==> src/rtl/uio_bus_host_if.sv <==
// Request/response handshake plus uio pad, strobe and ack nets of the uio register bus host.
// The host binds to the slave modport; the core-logic/pad side binds to the master modport.
interface uio_bus_host_if #(
   parameter int ADDR_W = 7
);
   logic              req_valid;
   logic              req_ready;
   logic              req_we;
   logic [ADDR_W-1:0] req_addr;
   logic [7:0]        req_wdata;
   logic              rsp_valid;
   logic [7:0]        rsp_rdata;
   logic              rsp_err;
   logic [7:0]        uio_out;
   logic [7:0]        uio_oe;
   logic [7:0]        uio_in;
   logic              bus_stb;
   logic              bus_ack;

   modport master (
      output req_valid, req_we, req_addr, req_wdata, uio_in, bus_ack,
      input  req_ready, rsp_valid, rsp_rdata, rsp_err, uio_out, uio_oe, bus_stb
   );

   modport slave (
      input  req_valid, req_we, req_addr, req_wdata, uio_in, bus_ack,
      output req_ready, rsp_valid, rsp_rdata, rsp_err, uio_out, uio_oe, bus_stb
   );
endinterface

==> src/rtl/uio_bus_host.sv <==
// Host end of the uio pin register bus: 4-phase strobe/ack transfer of an address byte then a data byte.
// Optional macro UIO_BUS_TIMEOUT_EN adds a wait-state timeout that completes with rsp_err=1.
module uio_bus_host #(
   parameter int ADDR_W      = 7,
   parameter int SYNC_STAGES = 2,
   parameter int TURN_CYC    = 1,
   parameter int TIMEOUT_CYC = 255
) (
   input  logic          clk,
   input  logic          rst,
   uio_bus_host_if.slave bus
);
   generate
      if (ADDR_W < 1 || ADDR_W > 7) begin : g_bad_addr_w
         $error("uio_bus_host: ADDR_W must be 1..7");
      end
      if (SYNC_STAGES < 2) begin : g_bad_sync
         $error("uio_bus_host: SYNC_STAGES must be >= 2");
      end
      if (TURN_CYC < 1) begin : g_bad_turn
         $error("uio_bus_host: TURN_CYC must be >= 1");
      end
      if (TIMEOUT_CYC < 1) begin : g_bad_tmo
         $error("uio_bus_host: TIMEOUT_CYC must be >= 1");
      end
   endgenerate

   typedef enum logic [3:0] {
      S_IDLE, S_A_STB, S_A_REL, S_W_STB, S_W_REL, S_TURN, S_R_STB, S_R_REL, S_RESP
   } state_t;

   localparam int TURN_W = (TURN_CYC > 1) ? $clog2(TURN_CYC) : 1;

   state_t            state_q;
   logic              req_ready_q;
   logic              rsp_valid_q;
   logic [7:0]        rsp_rdata_q;
   logic [7:0]        uio_out_q;
   logic              oe_q;
   logic              stb_q;
   logic              we_q;
   logic [7:0]        wdata_q;
   logic [TURN_W-1:0] turn_q;

   logic [SYNC_STAGES-1:0] ack_sync_q;
   logic [SYNC_STAGES-1:0] ack_sync_d;
   logic                   ack_s;
   logic [6:0]             addr_ext;

   // bus_ack is asynchronous to clk; only the last sync stage may steer the FSM.
   generate
      for (genvar gi = 0; gi < SYNC_STAGES; gi++) begin : g_sync
         if (gi == 0) begin : g_first
            assign ack_sync_d[gi] = bus.bus_ack;
         end else begin : g_rest
            assign ack_sync_d[gi] = ack_sync_q[gi-1];
         end
      end
   endgenerate

   always_ff @(posedge clk) begin
      if (rst) ack_sync_q <= '0;
      else     ack_sync_q <= ack_sync_d;
   end

   assign ack_s = ack_sync_q[SYNC_STAGES-1];

   always_comb begin
      addr_ext              = '0;
      addr_ext[ADDR_W-1:0]  = bus.req_addr;
   end

`ifdef UIO_BUS_TIMEOUT_EN
   localparam int TMO_W = (TIMEOUT_CYC < 256) ? 8 : $clog2(TIMEOUT_CYC + 1);

   logic [TMO_W-1:0] tmo_q;
   logic             err_q;
   logic             in_wait;
   logic             leave_wait;
   logic             tmo_hit;

   always_comb begin
      in_wait    = state_q inside {S_A_STB, S_A_REL, S_W_STB, S_W_REL, S_R_STB, S_R_REL};
      leave_wait = ((state_q inside {S_A_STB, S_W_STB, S_R_STB}) &&  ack_s) ||
                   ((state_q inside {S_A_REL, S_W_REL, S_R_REL}) && !ack_s);
   end

   assign tmo_hit = in_wait && (tmo_q == TMO_W'(TIMEOUT_CYC - 1));

   // Counts cycles spent in the current wait state; any state change restarts it.
   always_ff @(posedge clk) begin
      if (rst || !in_wait || leave_wait || tmo_hit) tmo_q <= '0;
      else                                          tmo_q <= tmo_q + TMO_W'(1);
   end
`endif

   always_ff @(posedge clk) begin
      if (rst) begin
         state_q     <= S_IDLE;
         req_ready_q <= 1'b0;
         rsp_valid_q <= 1'b0;
         rsp_rdata_q <= '0;
         uio_out_q   <= '0;
         oe_q        <= 1'b0;
         stb_q       <= 1'b0;
         we_q        <= 1'b0;
         wdata_q     <= '0;
         turn_q      <= '0;
`ifdef UIO_BUS_TIMEOUT_EN
         err_q       <= 1'b0;
`endif
      end
`ifdef UIO_BUS_TIMEOUT_EN
      else if (tmo_hit) begin
         state_q     <= S_RESP;
         rsp_valid_q <= 1'b1;
         rsp_rdata_q <= '0;
         err_q       <= 1'b1;
         oe_q        <= 1'b0;
         stb_q       <= 1'b0;
      end
`endif
      else begin
         rsp_valid_q <= 1'b0;
         case (state_q)
            S_IDLE: begin
               oe_q  <= 1'b0;
               stb_q <= 1'b0;
               if (req_ready_q && bus.req_valid) begin
                  req_ready_q <= 1'b0;
                  we_q        <= bus.req_we;
                  wdata_q     <= bus.req_wdata;
                  uio_out_q   <= {bus.req_we, addr_ext};
                  oe_q        <= 1'b1;
                  stb_q       <= 1'b1;
                  state_q     <= S_A_STB;
               end else begin
                  req_ready_q <= 1'b1;
               end
            end
            S_A_STB: if (ack_s) begin
               stb_q   <= 1'b0;
               state_q <= S_A_REL;
            end
            S_A_REL: if (!ack_s) begin
               if (we_q) begin
                  // Data byte goes out on the same edge the strobe rises.
                  uio_out_q <= wdata_q;
                  stb_q     <= 1'b1;
                  state_q   <= S_W_STB;
               end else begin
                  oe_q    <= 1'b0;
                  turn_q  <= '0;
                  state_q <= S_TURN;
               end
            end
            S_W_STB: if (ack_s) begin
               stb_q   <= 1'b0;
               state_q <= S_W_REL;
            end
            S_W_REL: if (!ack_s) begin
               oe_q        <= 1'b0;
               rsp_valid_q <= 1'b1;
               rsp_rdata_q <= '0;
               state_q     <= S_RESP;
            end
            S_TURN: begin
               if (turn_q == TURN_W'(TURN_CYC - 1)) begin
                  stb_q   <= 1'b1;
                  state_q <= S_R_STB;
               end else begin
                  turn_q <= turn_q + TURN_W'(1);
               end
            end
            S_R_STB: if (ack_s) begin
               rsp_rdata_q <= bus.uio_in;
               stb_q       <= 1'b0;
               state_q     <= S_R_REL;
            end
            S_R_REL: if (!ack_s) begin
               rsp_valid_q <= 1'b1;
               state_q     <= S_RESP;
            end
            S_RESP: begin
               req_ready_q <= 1'b1;
               state_q     <= S_IDLE;
`ifdef UIO_BUS_TIMEOUT_EN
               err_q       <= 1'b0;
`endif
            end
            default: begin
               oe_q    <= 1'b0;
               stb_q   <= 1'b0;
               state_q <= S_IDLE;
            end
         endcase
      end
   end

   assign bus.req_ready = req_ready_q;
   assign bus.rsp_valid = rsp_valid_q;
   assign bus.rsp_rdata = rsp_rdata_q;
   assign bus.uio_out   = uio_out_q;
   assign bus.uio_oe    = {8{oe_q}};
   assign bus.bus_stb   = stb_q;
`ifdef UIO_BUS_TIMEOUT_EN
   assign bus.rsp_err   = err_q;
`else
   assign bus.rsp_err   = 1'b0;
`endif
endmodule
==> src/flat_wrapper.sv <==
// flat-port wrapper written by rule: the top's interface ports become plain ports
module uio_bus_host_flat 
#(
   parameter int ADDR_W      = 7,
   parameter int SYNC_STAGES = 2,
   parameter int TURN_CYC    = 1,
   parameter int TIMEOUT_CYC = 255
)
  (clk, rst, bus_req_valid, bus_req_we, bus_req_addr, bus_req_wdata, bus_uio_in, bus_bus_ack, bus_req_ready, bus_rsp_valid, bus_rsp_rdata, bus_rsp_err, bus_uio_out, bus_uio_oe, bus_bus_stb);
  uio_bus_host_if #(.ADDR_W(ADDR_W)) bus_i ();
  input  logic clk;
  input  logic rst;
  input wire logic [$bits(bus_i.req_valid)-1:0] bus_req_valid;
  input wire logic [$bits(bus_i.req_we)-1:0] bus_req_we;
  input wire logic [$bits(bus_i.req_addr)-1:0] bus_req_addr;
  input wire logic [$bits(bus_i.req_wdata)-1:0] bus_req_wdata;
  input wire logic [$bits(bus_i.uio_in)-1:0] bus_uio_in;
  input wire logic [$bits(bus_i.bus_ack)-1:0] bus_bus_ack;
  output wire logic [$bits(bus_i.req_ready)-1:0] bus_req_ready;
  output wire logic [$bits(bus_i.rsp_valid)-1:0] bus_rsp_valid;
  output wire logic [$bits(bus_i.rsp_rdata)-1:0] bus_rsp_rdata;
  output wire logic [$bits(bus_i.rsp_err)-1:0] bus_rsp_err;
  output wire logic [$bits(bus_i.uio_out)-1:0] bus_uio_out;
  output wire logic [$bits(bus_i.uio_oe)-1:0] bus_uio_oe;
  output wire logic [$bits(bus_i.bus_stb)-1:0] bus_bus_stb;
  assign bus_i.req_valid = bus_req_valid;
  assign bus_i.req_we = bus_req_we;
  assign bus_i.req_addr = bus_req_addr;
  assign bus_i.req_wdata = bus_req_wdata;
  assign bus_i.uio_in = bus_uio_in;
  assign bus_i.bus_ack = bus_bus_ack;
  assign bus_req_ready = bus_i.req_ready;
  assign bus_rsp_valid = bus_i.rsp_valid;
  assign bus_rsp_rdata = bus_i.rsp_rdata;
  assign bus_rsp_err = bus_i.rsp_err;
  assign bus_uio_out = bus_i.uio_out;
  assign bus_uio_oe = bus_i.uio_oe;
  assign bus_bus_stb = bus_i.bus_stb;
  uio_bus_host #(.ADDR_W(ADDR_W), .SYNC_STAGES(SYNC_STAGES), .TURN_CYC(TURN_CYC), .TIMEOUT_CYC(TIMEOUT_CYC)) u_core (.clk(clk), .rst(rst), .bus(bus_i));
endmodule
==> config.mk <==
export PLATFORM = sky130hd
export DESIGN_NAME = uio_bus_host_flat
export DESIGN_NICKNAME = d
export VERILOG_FILES = /design/src/rtl/uio_bus_host_if.sv /design/src/rtl/uio_bus_host.sv /design/src/flat_wrapper.sv
export SDC_FILE = /design/constraint.sdc
export NUM_CORES = 1
export LEC_CHECK = 0
export ABC_AREA = 0
export BUFFER_PORTS_ARGS = -buffer_cell sky130_fd_sc_hd__clkbuf_2
export CORE_MARGIN = 4
export CORE_UTILIZATION = 47
export CTS_CLUSTER_SIZE = 8
export DETAILED_ROUTE_END_ITERATION = 8
export PLACE_DENSITY = 0.75
export SETUP_SLACK_MARGIN = 0.3
export SKIP_CTS_REPAIR_TIMING = 1
export SYNTH_ARGS = -nofsm -noshare
export SYNTH_HDL_FRONTEND = slang
export SYNTH_SLANG_ARGS = --single-unit
==> constraint.sdc <==
create_clock -name clk -period 1.99 [get_ports clk]
set_clock_uncertainty 0.05 [all_clocks]
set_input_delay 0.199 -clock clk [delete_from_list [all_inputs] [get_ports clk]]
set_output_delay 0.199 -clock clk [all_outputs]
set_load 0.03 [all_outputs]
==> impl_metrics.json <==
{
  "cpMaxStageDelayCell": "or3_4",
  "finalHoldViolations": 0,
  "layout_worst_path_cycle_share_pct": 81.4,
  "arrival_ns": 1.73,
  "p_int_mw": 1.54,
  "ys_seq_area_share_pct": 40.1,
  "synth_cell_type_count": 34,
  "syn_area_per_cell_um2": 9.25,
  "grt_antenna_before_repair": 0,
  "cts_root_buffer": "clkbuf_8",
  "die_h_um": 69.0,
  "rsz0062_at_grt": "true",
  "power_mw": 2.53,
  "gr-usage-met3_pct": 3.63,
  "drt-total-wl_um": 3700,
  "synth_edf_count": 0,
  "syn_inst": 189,
  "first_pass_iters": 4,
  "ant_nets": 0,
  "hpwlAfterDp_um": 2690,
  "initial_core_util_pct": 50.4,
  "cap_violations": 0,
  "drv_slew": 0,
  "met1_usage_pct": 21.4,
  "synthTopCellsByArea": "dfxtp_1 40%, mux2i_1 17%, nor2_1 5.2%, buf_4 4.7%, a311oi_1 4.0%",
  "cts_buffers": 5,
  "portBuffers": 54,
  "drcViolationCount": 0,
  "yosysTopAreaCell": "dfxtp_1",
  "crit_family": "simple AND/OR/NAND/NOR gates",
  "relSlewSlack_pct": 64.9,
  "mappedNetlistArea_um2": 1750,
  "grt_pass1_vias": 1415,
  "holdWs_ns": 0.101,
  "gp_congestion": 0.873,
  "comb_power_share_pct": 41.6,
  "coreArea_um2": 3470,
  "slowest_delay_ns": 0.41,
  "fillCellCount": 322,
  "fin_nets": 266,
  "power_frac_seq_pct": 37.0,
  "netlist.area_leader.share_pct": 40.1,
  "hold_path.class": "input pin to flip-flop",
  "yosys_warnings": 0,
  "synth_fp_nets": 217,
  "cp-end-kind": "flip-flop",
  "antenna_cells": 0,
  "worstMarginPinSlew_ns": 0.526,
  "clock_sinks": 35,
  "grt_pass1_wl_um": 6420,
  "critPathKind": "flip-flop to flip-flop",
  "drtIter0Drc": 109,
  "cp-start-kind": "flip-flop",
  "clock.fmax_ghz": 0.618,
  "dieArea_um2": 4760,
  "io_pins": 56,
  "synthToLayoutAreaGrowth_pct": 21.9,
  "routedWlPerCell_um": 13.0,
  "grt_use_met2_pct": 25.5,
  "via_per_inst": 5.09,
  "crit_buf_inv": 1,
  "grt-ovfl-total": 0,
  "final_area_um2": 2130,
  "insertion_delay_ns": 0.28,
  "die_w_um": 69.0,
  "placed_cell_area_um2": 2010,
  "post-route-min-period_ns": 1.62,
  "clock_power_share_pct": 21.3,
  "cts.reportedPaths.clkPinSlew_ns": 0.07,
  "htreeDepth": 2,
  "cts_tree": "done",
  "clk_path_buf_depth": 2,
  "powerDensity_nw_per_um2": 1190,
  "ys_ff_latch": 35,
  "power_leakage_nw": 0.950,
  "setup_viol": 0,
  "drive_gt1_share_pct": 34.3,
  "swShare_pct": 38.9,
  "peakVddDrop_uv": 683,
  "grt.total_usage_pct": 16.1,
  "top_usage_layer": "met2",
  "row_count": 21,
  "p_sw_mw": 0.984,
  "num_vias": 1452,
  "status": "complete, no violations",
  "synthArstFlopShare_pct": 0,
  "yosysMostFrequentCell": "dfxtp_1",
  "ys.flop_type": "dfxtp_1",
  "crit_chain": "or3_4, nor3_4, buf_4, mux2i_1, nor2_1",
  "setup-tns-final_ns": 0,
  "required_ns": 2.10,
  "synth_common_cells": "35 x dfxtp_1, 29 x mux2i_1, 24 x nor2_1",
  "grt_max_degree": 21,
  "cp_max_fo": 10,
  "utilization_pct": 61.5
}
## per-stage QoR
step                instances  setup WS (ns)
floorplan                 189          0.372
global placement          277          0.368
detailed placement        277          0.328
CTS                       285          0.269
global route              285          0.271
finish                    285          0.371
## cells by family after synthesis
group / after synthesis / synth area share, %
AO/OA/AOI/OAI: 29 / 12.2
other: 1 / 0.214
XOR/XNOR: 4 / 2.00
multiplexers: 29 / 16.6
flip-flops: 35 / 40.1
buffers and inverters: 27 / 9.30
AND/OR/NAND/NOR: 64 / 19.6
## final cells by class
class	instances	area, µm²	area share (%)
inverter	4	15.0	0.704
multi-input combinational	127	897	42.1
tap	46	57.6	2.70
timing repair buffer	65	360	16.9
clock inverter	2	16.3	0.763
sequential	35	703	33.0
clock buffer	6	82.6	3.87
## worst reg2reg max path, delay by kind of cell, from the launching register on
kind / cells / cell delay, ns
and+or+nand+nor: 3 / 0.69
DFF: 1 / 0.39
buffers and inverters: 1 / 0.19
muxes: 1 / 0.19
## final timing paths
path,slack [ns],cells after the start,to,startpoint
setup / recovery,0.37,5,u_core.wdata_q[7],u_core.state_q[2]
hold / removal,0.10,3,u_core.wdata_q[5],bus_req_wdata[5]
setup reg to reg,0.37,5,u_core.wdata_q[7],u_core.state_q[2]
hold reg to reg,0.42,1,u_core.ack_sync_q[1],u_core.ack_sync_q[0]
## state kept, by name, summed over array words and instances, names as in the netlist
name / flops
u_core.bus.rsp_rdata: 8
u_core.bus.uio_out: 8
u_core.wdata_q: 8
u_core.state_q: 4
u_core.ack_sync_q: 2
u_core.bus.bus_stb: 1
u_core.bus.req_ready: 1
u_core.bus.rsp_valid: 1
u_core.oe_q: 1
u_core.we_q: 1
## routing by layer
| layer | vias up | part of all wire (%) |
|---|---|---|
| li1 | 746 | - |
| met1 | 656 | 45 |
| met2 | 44 | 47 |
| met3 | 6 | 6.7 |
| met4 | 0 | 1.3 |
| met5 | - | 0 |
## cells in the final DEF, fill, tap and decap left out, types with 2 or more instances in the layout
cell type / instances
clkbuf_2: 54
dfxtp_1: 33
mux2i_1: 29
nor2_1: 24
buf_4: 9
and2_1: 8
a21oi_1: 8
a311oi_1: 8
nand2_1: 7
nand2b_1: 6
clkbuf_8: 6
nor2b_1: 4
inv_1: 4
nand3_1: 4
nor3_1: 4
a31oi_1: 3
xnor2_1: 3
o211ai_1: 2
a21oi_2: 2
o21ai_0: 2
buf_6: 2
dfxtp_2: 2
## power groups by stage
| stage | clock (mW) | combinational (mW) | sequential (mW) |
|---|---|---|---|
| CTS | 0.555 | 1.02 | 0.931 |
| floorplan | 0 | 0.709 | 1.05 |
| detailed placement | 0 | 1.02 | 0.946 |
| global route | 0.596 | 1.15 | 0.957 |
| finish | 0.540 | 1.05 | 0.936 |
| global placement | 0 | 1.01 | 0.940 |
No activity file was read; power rests on OpenSTA's default activity.
